**config.mk**
```make
export PLATFORM = sky130hd
export DESIGN_NAME = sw_sequencer_flat
export DESIGN_NICKNAME = d
export VERILOG_FILES = /design/src/rtl/sw_sequencer_if.sv /design/src/rtl/sw_sequencer.sv /design/src/flat_wrapper.sv
export SDC_FILE = /design/constraint.sdc
export NUM_CORES = 1
export LEC_CHECK = 0
export CAP_MARGIN = 10
export CORE_ASPECT_RATIO = 1.25
export CORE_MARGIN = 3
export CORE_UTILIZATION = 30
export CTS_CLUSTER_DIAMETER = 60
export DETAILED_ROUTE_END_ITERATION = 10
export DONT_BUFFER_PORTS = 1
export SYNTH_ARGS = -nofsm -noshare
export SYNTH_HDL_FRONTEND = slang
export SYNTH_SLANG_ARGS = --single-unit
```
**constraint.sdc**
```tcl
create_clock -name clk -period 2.3 [get_ports clk]
set_input_delay 0.345 -clock clk [delete_from_list [all_inputs] [get_ports clk]]
set_output_delay 0.345 -clock clk [all_outputs]
set_load 0.005 [all_outputs]
```
**src/rtl/sw_sequencer_if.sv**
```systemverilog
// Button inputs and sequencer control outputs for the stopwatch sequencer.
interface sw_sequencer_if;
    logic       btn_start;
    logic       btn_pause;
    logic       btn_lap;
    logic       run;
    logic       cnt_clr;
    logic       freeze;
    logic       lap_load;
    logic [3:0] lap_count;
    logic [1:0] state;

    modport master (
        output btn_start, btn_pause, btn_lap,
        input  run, cnt_clr, freeze, lap_load, lap_count, state
    );

    modport slave (
        input  btn_start, btn_pause, btn_lap,
        output run, cnt_clr, freeze, lap_load, lap_count, state
    );
endinterface

```
**src/rtl/sw_sequencer.sv**
```systemverilog
// Stopwatch control sequencer: synchronizes and debounces three buttons,
// then steps an IDLE/RUN/PAUSED/LAP machine driving timer control outputs.
module sw_sequencer #(
    parameter int unsigned DB_CYCLES = 16
) (
    input  logic          clk,
    input  logic          clr,
    sw_sequencer_if.slave bus
);
    localparam int unsigned NUM_BTN   = 3;
    localparam int unsigned CNT_W     = 8;
    localparam int unsigned LAP_W     = 4;
    localparam int unsigned BTN_START = 0;
    localparam int unsigned BTN_PAUSE = 1;
    localparam int unsigned BTN_LAP   = 2;

    typedef enum logic [1:0] {
        IDLE   = 2'b00,
        RUN    = 2'b01,
        PAUSED = 2'b10,
        LAP    = 2'b11
    } state_e;

    logic [NUM_BTN-1:0] raw;
    logic [NUM_BTN-1:0] sync1_q, sync1_d;
    logic [NUM_BTN-1:0] sync2_q, sync2_d;
    logic [NUM_BTN-1:0] level_q, level_d;
    logic [NUM_BTN-1:0] press_q, press_d;
    logic [CNT_W-1:0]   db_cnt_q [NUM_BTN];
    logic [CNT_W-1:0]   db_cnt_d [NUM_BTN];

    state_e             state_q, state_d;
    logic               run_q, run_d;
    logic               freeze_q, freeze_d;
    logic               lap_load_q, lap_load_d;
    logic               cnt_clr_q, cnt_clr_d;
    logic [LAP_W-1:0]   lap_count_q, lap_count_d;

    logic               ev_start, ev_pause, ev_lap;

    assign raw = {bus.btn_lap, bus.btn_pause, bus.btn_start};

    // Synchronize, debounce and edge-detect each button independently
    always_comb begin
        sync1_d = raw;
        sync2_d = sync1_q;
        level_d = level_q;
        for (int i = 0; i < NUM_BTN; i++) begin
            db_cnt_d[i] = db_cnt_q[i];
            if (sync2_q[i] == level_q[i]) begin
                db_cnt_d[i] = '0;
            end else if (db_cnt_q[i] == CNT_W'(DB_CYCLES - 1)) begin
                level_d[i]  = ~level_q[i];
                db_cnt_d[i] = '0;
            end else begin
                db_cnt_d[i] = db_cnt_q[i] + CNT_W'(1);
            end
        end
        press_d = level_d & ~level_q;
    end

    // Fixed priority pause > lap > start; losers are dropped even if the winner is ignored
    assign ev_pause = press_q[BTN_PAUSE];
    assign ev_lap   = press_q[BTN_LAP] & ~press_q[BTN_PAUSE];
    assign ev_start = press_q[BTN_START] & ~press_q[BTN_LAP] & ~press_q[BTN_PAUSE];

    always_comb begin
        state_d     = state_q;
        lap_load_d  = 1'b0;
        cnt_clr_d   = 1'b0;
        lap_count_d = lap_count_q;
        unique case (state_q)
            IDLE: begin
                if (ev_start) state_d = RUN;
            end
            RUN: begin
                if (ev_pause) begin
                    state_d = PAUSED;
                end else if (ev_lap) begin
                    state_d    = LAP;
                    lap_load_d = 1'b1;
                    if (lap_count_q != {LAP_W{1'b1}}) lap_count_d = lap_count_q + LAP_W'(1);
                end
            end
            LAP: begin
                if (ev_pause) begin
                    state_d = PAUSED;
                end else if (ev_lap) begin
                    state_d    = RUN;
                    lap_load_d = 1'b1;
                end
            end
            PAUSED: begin
                if (ev_lap) begin
                    state_d     = IDLE;
                    cnt_clr_d   = 1'b1;
                    lap_count_d = '0;
                end else if (ev_start) begin
                    state_d = RUN;
                end
            end
            default: state_d = IDLE;
        endcase
        run_d    = (state_d == RUN) || (state_d == LAP);
        freeze_d = (state_d == LAP);
    end

    always_ff @(posedge clk) begin
        if (clr) begin
            sync1_q     <= '0;
            sync2_q     <= '0;
            level_q     <= '0;
            press_q     <= '0;
            for (int i = 0; i < NUM_BTN; i++) db_cnt_q[i] <= '0;
            state_q     <= IDLE;
            run_q       <= 1'b0;
            freeze_q    <= 1'b0;
            lap_load_q  <= 1'b0;
            cnt_clr_q   <= 1'b0;
            lap_count_q <= '0;
        end else begin
            sync1_q     <= sync1_d;
            sync2_q     <= sync2_d;
            level_q     <= level_d;
            press_q     <= press_d;
            for (int i = 0; i < NUM_BTN; i++) db_cnt_q[i] <= db_cnt_d[i];
            state_q     <= state_d;
            run_q       <= run_d;
            freeze_q    <= freeze_d;
            lap_load_q  <= lap_load_d;
            cnt_clr_q   <= cnt_clr_d;
            lap_count_q <= lap_count_d;
        end
    end

    assign bus.state     = state_q;
    assign bus.run       = run_q;
    assign bus.freeze    = freeze_q;
    assign bus.lap_load  = lap_load_q;
    assign bus.cnt_clr   = cnt_clr_q;
    assign bus.lap_count = lap_count_q;
endmodule

```
**src/flat_wrapper.sv**
```systemverilog
// flat-port wrapper written by rule: the top's interface ports become plain ports
module sw_sequencer_flat 
#(
    parameter int unsigned DB_CYCLES = 16
)
  (clk, clr, bus_btn_start, bus_btn_pause, bus_btn_lap, bus_run, bus_cnt_clr, bus_freeze, bus_lap_load, bus_lap_count, bus_state);
  sw_sequencer_if bus_i ();
  input  logic clk;
  input  logic clr;
  input wire logic [$bits(bus_i.btn_start)-1:0] bus_btn_start;
  input wire logic [$bits(bus_i.btn_pause)-1:0] bus_btn_pause;
  input wire logic [$bits(bus_i.btn_lap)-1:0] bus_btn_lap;
  output wire logic [$bits(bus_i.run)-1:0] bus_run;
  output wire logic [$bits(bus_i.cnt_clr)-1:0] bus_cnt_clr;
  output wire logic [$bits(bus_i.freeze)-1:0] bus_freeze;
  output wire logic [$bits(bus_i.lap_load)-1:0] bus_lap_load;
  output wire logic [$bits(bus_i.lap_count)-1:0] bus_lap_count;
  output wire logic [$bits(bus_i.state)-1:0] bus_state;
  assign bus_i.btn_start = bus_btn_start;
  assign bus_i.btn_pause = bus_btn_pause;
  assign bus_i.btn_lap = bus_btn_lap;
  assign bus_run = bus_i.run;
  assign bus_cnt_clr = bus_i.cnt_clr;
  assign bus_freeze = bus_i.freeze;
  assign bus_lap_load = bus_i.lap_load;
  assign bus_lap_count = bus_i.lap_count;
  assign bus_state = bus_i.state;
  sw_sequencer #(.DB_CYCLES(DB_CYCLES)) u_core (.clk(clk), .clr(clr), .bus(bus_i));
endmodule
```
# Yosys cells after proc, flatten, opt, wreduce, memory -nomap -nowiden
# Memories as Yosys holds them, arrays and structs flattened.
# Index checks and enable logic that the tools add are counted.
# W data, S select, Z words.
dict set report word_totals {
  mem_count 1
  ramBits 24
  inputBits 5
  out_inout_bits 10
  wordCells 84
  rom_bits 0
  latchBits 0
  regBits 22
}
dict set report classes {
  mux 31
  n_div 0
  eq_ne 16
  n_shift 0
  multipliers 0
  reduce_logical 7
  n_bitwise 15
  add_sub_neg 4
  order_cmp 0
}
# memory depth width rd rd_clocked_by_memory_dff wr line_no
set memory_table {}
lappend memory_table {u_core.db_cnt_q 3 8 3 0 3 sw_sequencer.sv:29} ;# logic [CNT_W-1:0] db_cnt_q [NUM_BTN];
# cell count
set ops {}
lappend ops {{$mux W8} 9}
lappend ops {{$add A8 B1 Y8 const B} 3}
lappend ops {{$eq A8 B4 Y1 const B} 3}
lappend ops {{$mux W4} 4}
lappend ops {{$mux W2} 6}
lappend ops {{$mux W1} 10}
lappend ops {{$pmux W2 S4} 1}
lappend ops {{$pmux W4 S2} 1}
lappend ops {{$not A1 Y1} 7}
lappend ops {{$eq A2 B2 Y1 const B} 3}
lappend ops {{$ne A2 B1 Y1 const B} 3}
lappend ops {{$reduce_and A5 Y1} 1}
lappend ops {{$add A4 B1 Y4 const B} 1}
lappend ops {{$eq A2 B1 Y1 const B} 2}
lappend ops {{$ne A4 B4 Y1 const B} 1}
lappend ops {{$reduce_or A2 Y1} 2}
lappend ops {{$and A1 B1 Y1} 3}
lappend ops {{$and A3 B3 Y3} 1}
lappend ops {{$eq A1 B1 Y1} 3}
lappend ops {{$not A3 Y3} 1}
lappend ops {{$or A1 B1 Y1} 3}
lappend ops {{$reduce_or A3 Y1} 1}
lappend ops {{$logic_not A2 Y1} 1}
lappend ops {{$ne A2 B2 Y1 const B} 1}
lappend ops {{other kinds (2)} 2}

# Logic depth before layout (Yosys ltp)
# Gate-level depths: netlist of run 1.
dict set report depth {
  ltp_word 8
  mapped_depth 7
  ltp_nobuf 6
}

# Least setup slack after synthesis of run 1
# OpenSTA, ideal clock, no wires.
dict set report synth_path {
  path_kind {register to register}
  from {register u_core.state_q[0], in the netlist u_core.bus.state[0]}
  to {register u_core.lap_count_q[2], in the netlist u_core.bus.lap_count[2]}
  period_less_slack_ns 1.714
  path_stages_with_launch 8
  setup_time_ns 0.074
  arrival_ns 1.640
  t_required_ns 2.226
  setup_slack_ns 0.586
  n_path_buf 1
  cell_sequence {dfxtp_1 -> inv_1 -> ha_1 -> clkbuf_2 -> nor2_2 -> o21ai_1 -> or4b_1 -> a31oi_1}
}
dict set report synth_between {
  elab_chain_cells 3
  word_cells_on_any_way 9
  classes_between {eq/ne (6); mux (1); reduce/logical (2)}
}
# element line_no
set synth_lines {}
lappend synth_lines {{start: declaration} sw_sequencer.sv:32} ;# state_e state_q, state_d;
lappend synth_lines {{start signal: assignment} sw_sequencer.sv:127} ;# state_q <= state_d;
lappend synth_lines {{$eq A2 B2 Y1 / $eq A2 B1 Y1 (equally long branches)} sw_sequencer.sv:72} ;# unique case (state_q)
lappend synth_lines {{$ne A2 B1 Y1 (no line) (tied with other cells)} --}
lappend synth_lines {{$reduce_and A5 Y1 (no line)} --}
lappend synth_lines {{end signal: assignment} sw_sequencer.sv:132} ;# lap_count_q <= lap_count_d;
lappend synth_lines {{end: declaration} sw_sequencer.sv:37} ;# logic [LAP_W-1:0] lap_count_q, lap_count_d;
# Several ways; a longest one is shown, not always the timed one.
# A chain may end at the register's enable or synchronous reset.

# Worst setup path after layout of run 1
dict set report layout_path {
  from {register u_core.state_q[1], in the netlist u_core.bus.state[1]}
  to {register u_core.lap_count_q[2], in the netlist u_core.bus.lap_count[2]}
}
# Same word-level chain as after synthesis.

==> results of run 1 <==
synth_stat cells, types with 2 or more instances:
cell type | number | area (sq um)
and3_1 | 2 | 12.5
a21oi_1 | 7 | 35.0
nor2_1 | 30 | 113
mux2i_1 | 3 | 30.0
or3_1 | 2 | 12.5
nor4b_1 | 3 | 26.3
o21ai_0 | 3 | 15.0
nand2b_1 | 8 | 50.1
dfxtp_1 | 45 | 901
inv_1 | 6 | 22.5
nor4_1 | 2 | 12.5
a31oi_1 | 3 | 18.8
xnor2_1 | 8 | 70.1
and2_1 | 2 | 12.5
clkbuf_1 | 2 | 7.51
ha_1 | 8 | 100
nand4_1 | 3 | 18.8
nand2_1 | 12 | 45.0
nand3_1 | 8 | 40.0
nor2b_1 | 10 | 62.6
nor3_1 | 5 | 25.0
xor2_1 | 8 | 70.1
final cells by class:
| cell class | count | area [sq um] |
|---|---|---|
| Fill cell | 610 | 3850 |
| Sequential cell | 45 | 901 |
| Timing Repair Buffer | 1 | 7.51 |
| Multi-Input combinational cell | 146 | 935 |
| Tap cell | 82 | 103 |
| Clock buffer | 6 | 72.6 |
| Clock inverter | 2 | 38.8 |
| Inverter | 6 | 22.5 |
through the flow:
stage                     power [uW]  instances  cell area [sq um]
final                           1400        288               2080
after global routing            1460        288               2080
after CTS                       1420        288               2080
after detailed placement         834        280               1970
after global placement           833        280               1970
after floorplan                  833        201               1880
flip-flops by register name (all words and copies together), names as in the netlist, 2 cells and up:
register,count
u_core.sync1_q,3
u_core.press_q,3
u_core.sync2_q,3
u_core.level_q,3
u_core.db_cnt_q,24
u_core.bus.state,2
u_core.bus.lap_count,4
path summary, 6_finish.rpt:
kind	from	to	slack [ns]	cells past startpoint
max reg2reg	u_core.bus.state[1]	u_core.bus.lap_count[2]	0.53	6
min	clr	u_core.bus.lap_count[2]	0.11	1
max	u_core.bus.state[1]	u_core.bus.lap_count[2]	0.53	6
min reg2reg	u_core.sync1_q[1]	u_core.sync2_q[1]	0.45	1
power groups by stage:
stage                     sequential [uW]  clock, uW  combinational [uW]
after floorplan                       813          0                19.7
after global placement                816          0                17.8
after detailed placement              816          0                18.2
after CTS                             798        606                18.3
after global routing                  799        640                21.1
final                                 797        584                17.9
cell families (layout without fill, tap and decap cells):
| kind of cell | count (synthesis) | after routing |
|---|---|---|
| buffers and inverters | 10 | 15 |
| AO/OA/AOI/OAI | 22 | 22 |
| multiplexers | 3 | 3 |
| XOR/XNOR | 16 | 16 |
| AND/OR/NAND/NOR | 97 | 97 |
| flip-flops | 45 | 45 |
| adder cells (fa/ha/maj) | 8 | 8 |
layer usage:
metal  wire length (microns)  global-route usage [%]  share of wire (%)
met3                      74                    2.86                2.5
met1                    1390                    9.74                 46
met5                       0                       0                  0
met2                    1500                    16.3                 50
met4                      27                    3.63               0.90
==> metrics.txt, run 1 <==
outcome completed; Mapped Avg Cell Area 9.34 sq um; EDFF count, synth 0; WL per Instance 10.4 microns; core area 5930 sq um; H-tree levels 2; part of the power in registers 57.0%; Starting Density 31.6%; Compound-Gate Fraction of Synth Area 7.86%; I/O Pins 15; worst skew pair latency 0.29 ns; initial antenna violation count 0; RSZ-0062 raised after global routing false; post-synthesis xor/xnor area fraction 7.46%; Syn. warnings 0; post-layout util 35.0%; setup tns final 0 ns; drt first pass iters 4; Max-Cap Viols 0; part of the Yosys area used for sequential elements 48.0%; CTS sink count 45; Min-Delay Path Class input pin to register; CTS tree yes; Total GRT Usage 9.00%; Final Setup Violations 0; Pleak 0.000727 uW; mux contribution to synthesized area 1.60%; Final nets 218; most common cell after layout, fill and taps aside dfxtp_1; Gate Count Post-Synth 201; Slowest Stage Delay on Critical Path 0.50 ns; PortBufs 0; post-CTS setup buffer count 0; Root Driver clkbuf_8; minimum clock period 1.77 ns; CP startpoint kind register; Final Hold Vio Count 0; Logic pwr share 1.3%; critical path's top delay family simple AND/OR/NAND/NOR gates; Sw Ratio 19.7%; Top FF cell, synth dfxtp_1; WP buf/inv 1; gp weighted congestion 0.737; largest net degree at the start of global routing 25; asr flop ratio synth 0%; Antenna Violating Nets Remaining 0; DP HPWL 2100 microns; vias in the first global route 1279; clk_skew 0.00629 ns; sw power 276 uW; slowest library cell on the worst path or4b_1; cell area power density 673 nW/um^2; largest family of logic cells by synthesized area simple AND/OR/NAND/NOR gates; max-slew violations 0; Max clock buf depth 2; Crit Path Max Fanout 5; Tcrit/Tclk final 76.7%; fmax 0.567 GHz; Cell Area, Synth 1880 sq um; Data required, critical path 2.52 ns; Least-Margin Pin Slew 0.402 ns; Clock power frac 41.8%; Worst Hold Slack 0.114 ns; Slew headroom 72.8%; 1st-iter DRT viols 24; Post-CTS Resized 0; critical path class register to register; CTS buffer count 5; pre-CTS setup slack 0.543 ns; vias 1332; DIE HEIGHT 94.5 microns; num rows 31; maximum vdd drop 451 uV; Via-to-Cell Ratio 4.63; synth unique cells 43; Die ar. 7250 sq um; share of cells above drive strength 1 5.83%; Inserted Diodes 0; die width 76.8 microns; commonest non-fill, non-tap cells in the layout dfxtp_1, nor2_1, nand2_1; DRT Wirelength 2990 microns; Post-Synth Simple-Gate Area 27.5%; crit path DAT 1.99 ns; Synth Register Bits 45; syn_nets 214; first-pass GRT wire length 5390 microns; Worst Setup End Kind register; Area Overhead vs Synth 10.7%; worst-path cell chain inv_1, ha_1, nor2_2, o21ai_1, or4b_1, a31oi_1; grt ovf 0; post-cts hold buffer count 0; fin worst setup slack 0.535 ns; Worst-path clk slew 0.08 ns; adder-cell share of the synthesized area 5.33%; Int Pwr 1120 uW; DR DRC count 0
Note: power is estimated with default switching activity, not from simulation.
==> run 2: changes to the inputs <==
==> constraint.sdc (replaced) <==
create_clock -name clk -period 1.61 [get_ports clk]
set_input_delay 0.2415 -clock clk [delete_from_list [all_inputs] [get_ports clk]]
set_output_delay 0.2415 -clock clk [all_outputs]
set_load 0.005 [all_outputs]
==> run 2 against run 1 <==
Effect of this change:
- utilization increased by 1.2 points
- setup slack got worse by 0.43 ns
- sequential cell count unchanged
- global-route usage decreased by 0.063 points
- maximum frequency increased by 18%
- routed wire length decreased by 1.3%
- critical path type unchanged
- highest routed layer unchanged
==> metrics.txt, run 2 (synthesis gave the netlist of run 1 again) <==
Pleak 0.000769 uW (+5.6%); Least-Margin Pin Slew 0.346 ns (-0.0564 ns); DR DRC count 0 (unchanged); Slew headroom 76.7% (+3.9 points); Total GRT Usage 8.94% (-0.063 points); Final Hold Vio Count 0 (unchanged); DP HPWL 2150 microns (+2.0%); Area Overhead vs Synth 14.6%; crit path DAT 1.71 ns (-0.28 ns); Inserted Diodes 0 (unchanged); initial antenna violation count 0 (unchanged); DIE HEIGHT 94.5 microns (unchanged); vias 1343 (+0.83%); drt first pass iters 4 (unchanged); Max-Cap Viols 0 (unchanged); Worst Hold Slack 0.0248 ns (-0.0895 ns); Final Setup Violations 0 (unchanged); RSZ-0062 raised after global routing false; clk_skew 0.00507 ns (-0.00122 ns); H-tree levels 2 (unchanged); post-cts hold buffer count 0 (unchanged); Worst Setup End Kind register; critical path class register to register; outcome completed; largest net degree at the start of global routing 25 (unchanged); 1st-iter DRT viols 30 (+25%); gp weighted congestion 0.791 (+7.3%); max-slew violations 0 (unchanged); vias in the first global route 1329 (+3.9%); slowest library cell on the worst path or4_1; Top reg by flops u_core.db_cnt_q; DRT Wirelength 2950 microns (-1.3%); Antenna Violating Nets Remaining 0 (unchanged); post-CTS setup buffer count 0 (unchanged); commonest non-fill, non-tap cells in the layout dfxtp_1, nor2_1, nand2_1; most common cell after layout, fill and taps aside dfxtp_1; grt ovf 0 (unchanged); Root Driver clkbuf_8; I/O Pins 15 (unchanged); first-pass GRT wire length 5430 microns (+0.78%); cell area power density 934 nW/um^2 (+39%); Final nets 224 (+2.8%); CTS tree yes; setup tns final 0 ns (unchanged); worst-path cell chain inv_1, ha_2, nor2_4, o21ai_1, or4_1, a31oi_1; share of cells above drive strength 1 10.8% (+5.0 points); max FFs per register 24 (unchanged); Die ar. 7250 sq um (unchanged); Data required, critical path 1.82 ns (-0.70 ns); # fillers 602 (-1.3%); core area 5930 sq um (unchanged); Post-DP Area 2020 sq um (+2.8%); PortBufs 0 (unchanged); Starting Density 31.6% (unchanged); worst skew pair latency 0.28 ns (about the same); post-layout util 36.3% (+1.2 points); die width 76.8 microns (unchanged); Crit Path Max Fanout 3 (-2); WL per Instance 10.0 microns (-3.3%); DP Cell Count 286 (+2.1%); Layout Cells excl Fill 294 (+2.1%); Design Area, Final 2150 sq um (+3.5%); Tcrit/Tclk final 93.2% (+16 points); Max clock buf depth 2 (unchanged); Post-CTS Resized 0 (unchanged); Via-to-Cell Ratio 4.57 (-1.2%); CP startpoint kind register; num rows 31 (unchanged); Slowest Stage Delay on Critical Path 0.47 ns (-0.03 ns); maximum vdd drop 697 uV (+55%); minimum clock period 1.50 ns (-0.264 ns); CTS sink count 45 (unchanged); Min-Delay Path Class input pin to register; CTS buffer count 5 (unchanged); Worst-path clk slew 0.08 ns (about the same); fmax 0.666 GHz (+18%)
==> run 2: cell count changes in the layout (fill, tap and decap cells not counted), moves of 2 or more <==
cell | previous run | this run
buf_4 | 1 | 7
dfxtp_1 | 45 | 43
ha_1 | 8 | 6
ha_2 | 0 | 2
==> run 2: power breakdown <==
part / internal (uW) / switching, uW
clock: 506 / 342
sequential: 1120 / 12.8
combinational: 14.1 / 11.7
==> run 2: layout make-up <==
type / instances / area, sq um / area share, %
multi-input cells: 146 / 952 / 44.2
clock inverters: 1 / 30.0 / 1.40
flip-flops and latches: 45 / 906 / 42.1
clock buffers: 7 / 86.3 / 4.01
well taps: 82 / 103 / 4.77
repair buffers: 7 / 52.6 / 2.44
inverters: 6 / 22.5 / 1.05
==> run 2: metrics by stage <==
step	setup WS [ns]	power (uW)
after global routing	0.0153	2100
final	0.109	2010
after floorplan	0.0251	1190
after global placement	0.101	1190
after detailed placement	0.0439	1190
after CTS	0.0342	2060
==> run 2: path summary, 6_finish.rpt <==
path / to / start / cells after the start / slack, ns
setup reg to reg: u_core.bus.lap_count[3] / u_core.bus.state[1] / 6 / 0.11
hold / removal: u_core.level_q[0] / clr / 1 / 0.02
setup / recovery: u_core.bus.lap_count[3] / u_core.bus.state[1] / 6 / 0.11
hold reg to reg: u_core.sync2_q[2] / u_core.sync1_q[2] / 1 / 0.44
==> run 2: metal layers <==
layer	up-vias	routed length, microns	track usage, %
li1	712	-	-
met2	11	1390	15.4
met4	0	34	4.23
met5	-	0	0
met1	618	1470	10.7
met3	2	58	1.72
==> run 2: worst max-delay path, delay by kind of cell, from the launching register on <==
kind	cells	cell delay, ns
simple gates	2	0.57
flops	1	0.35
compound gates	2	0.24
fa+ha+maj	1	0.22
buf+inv	1	0.07
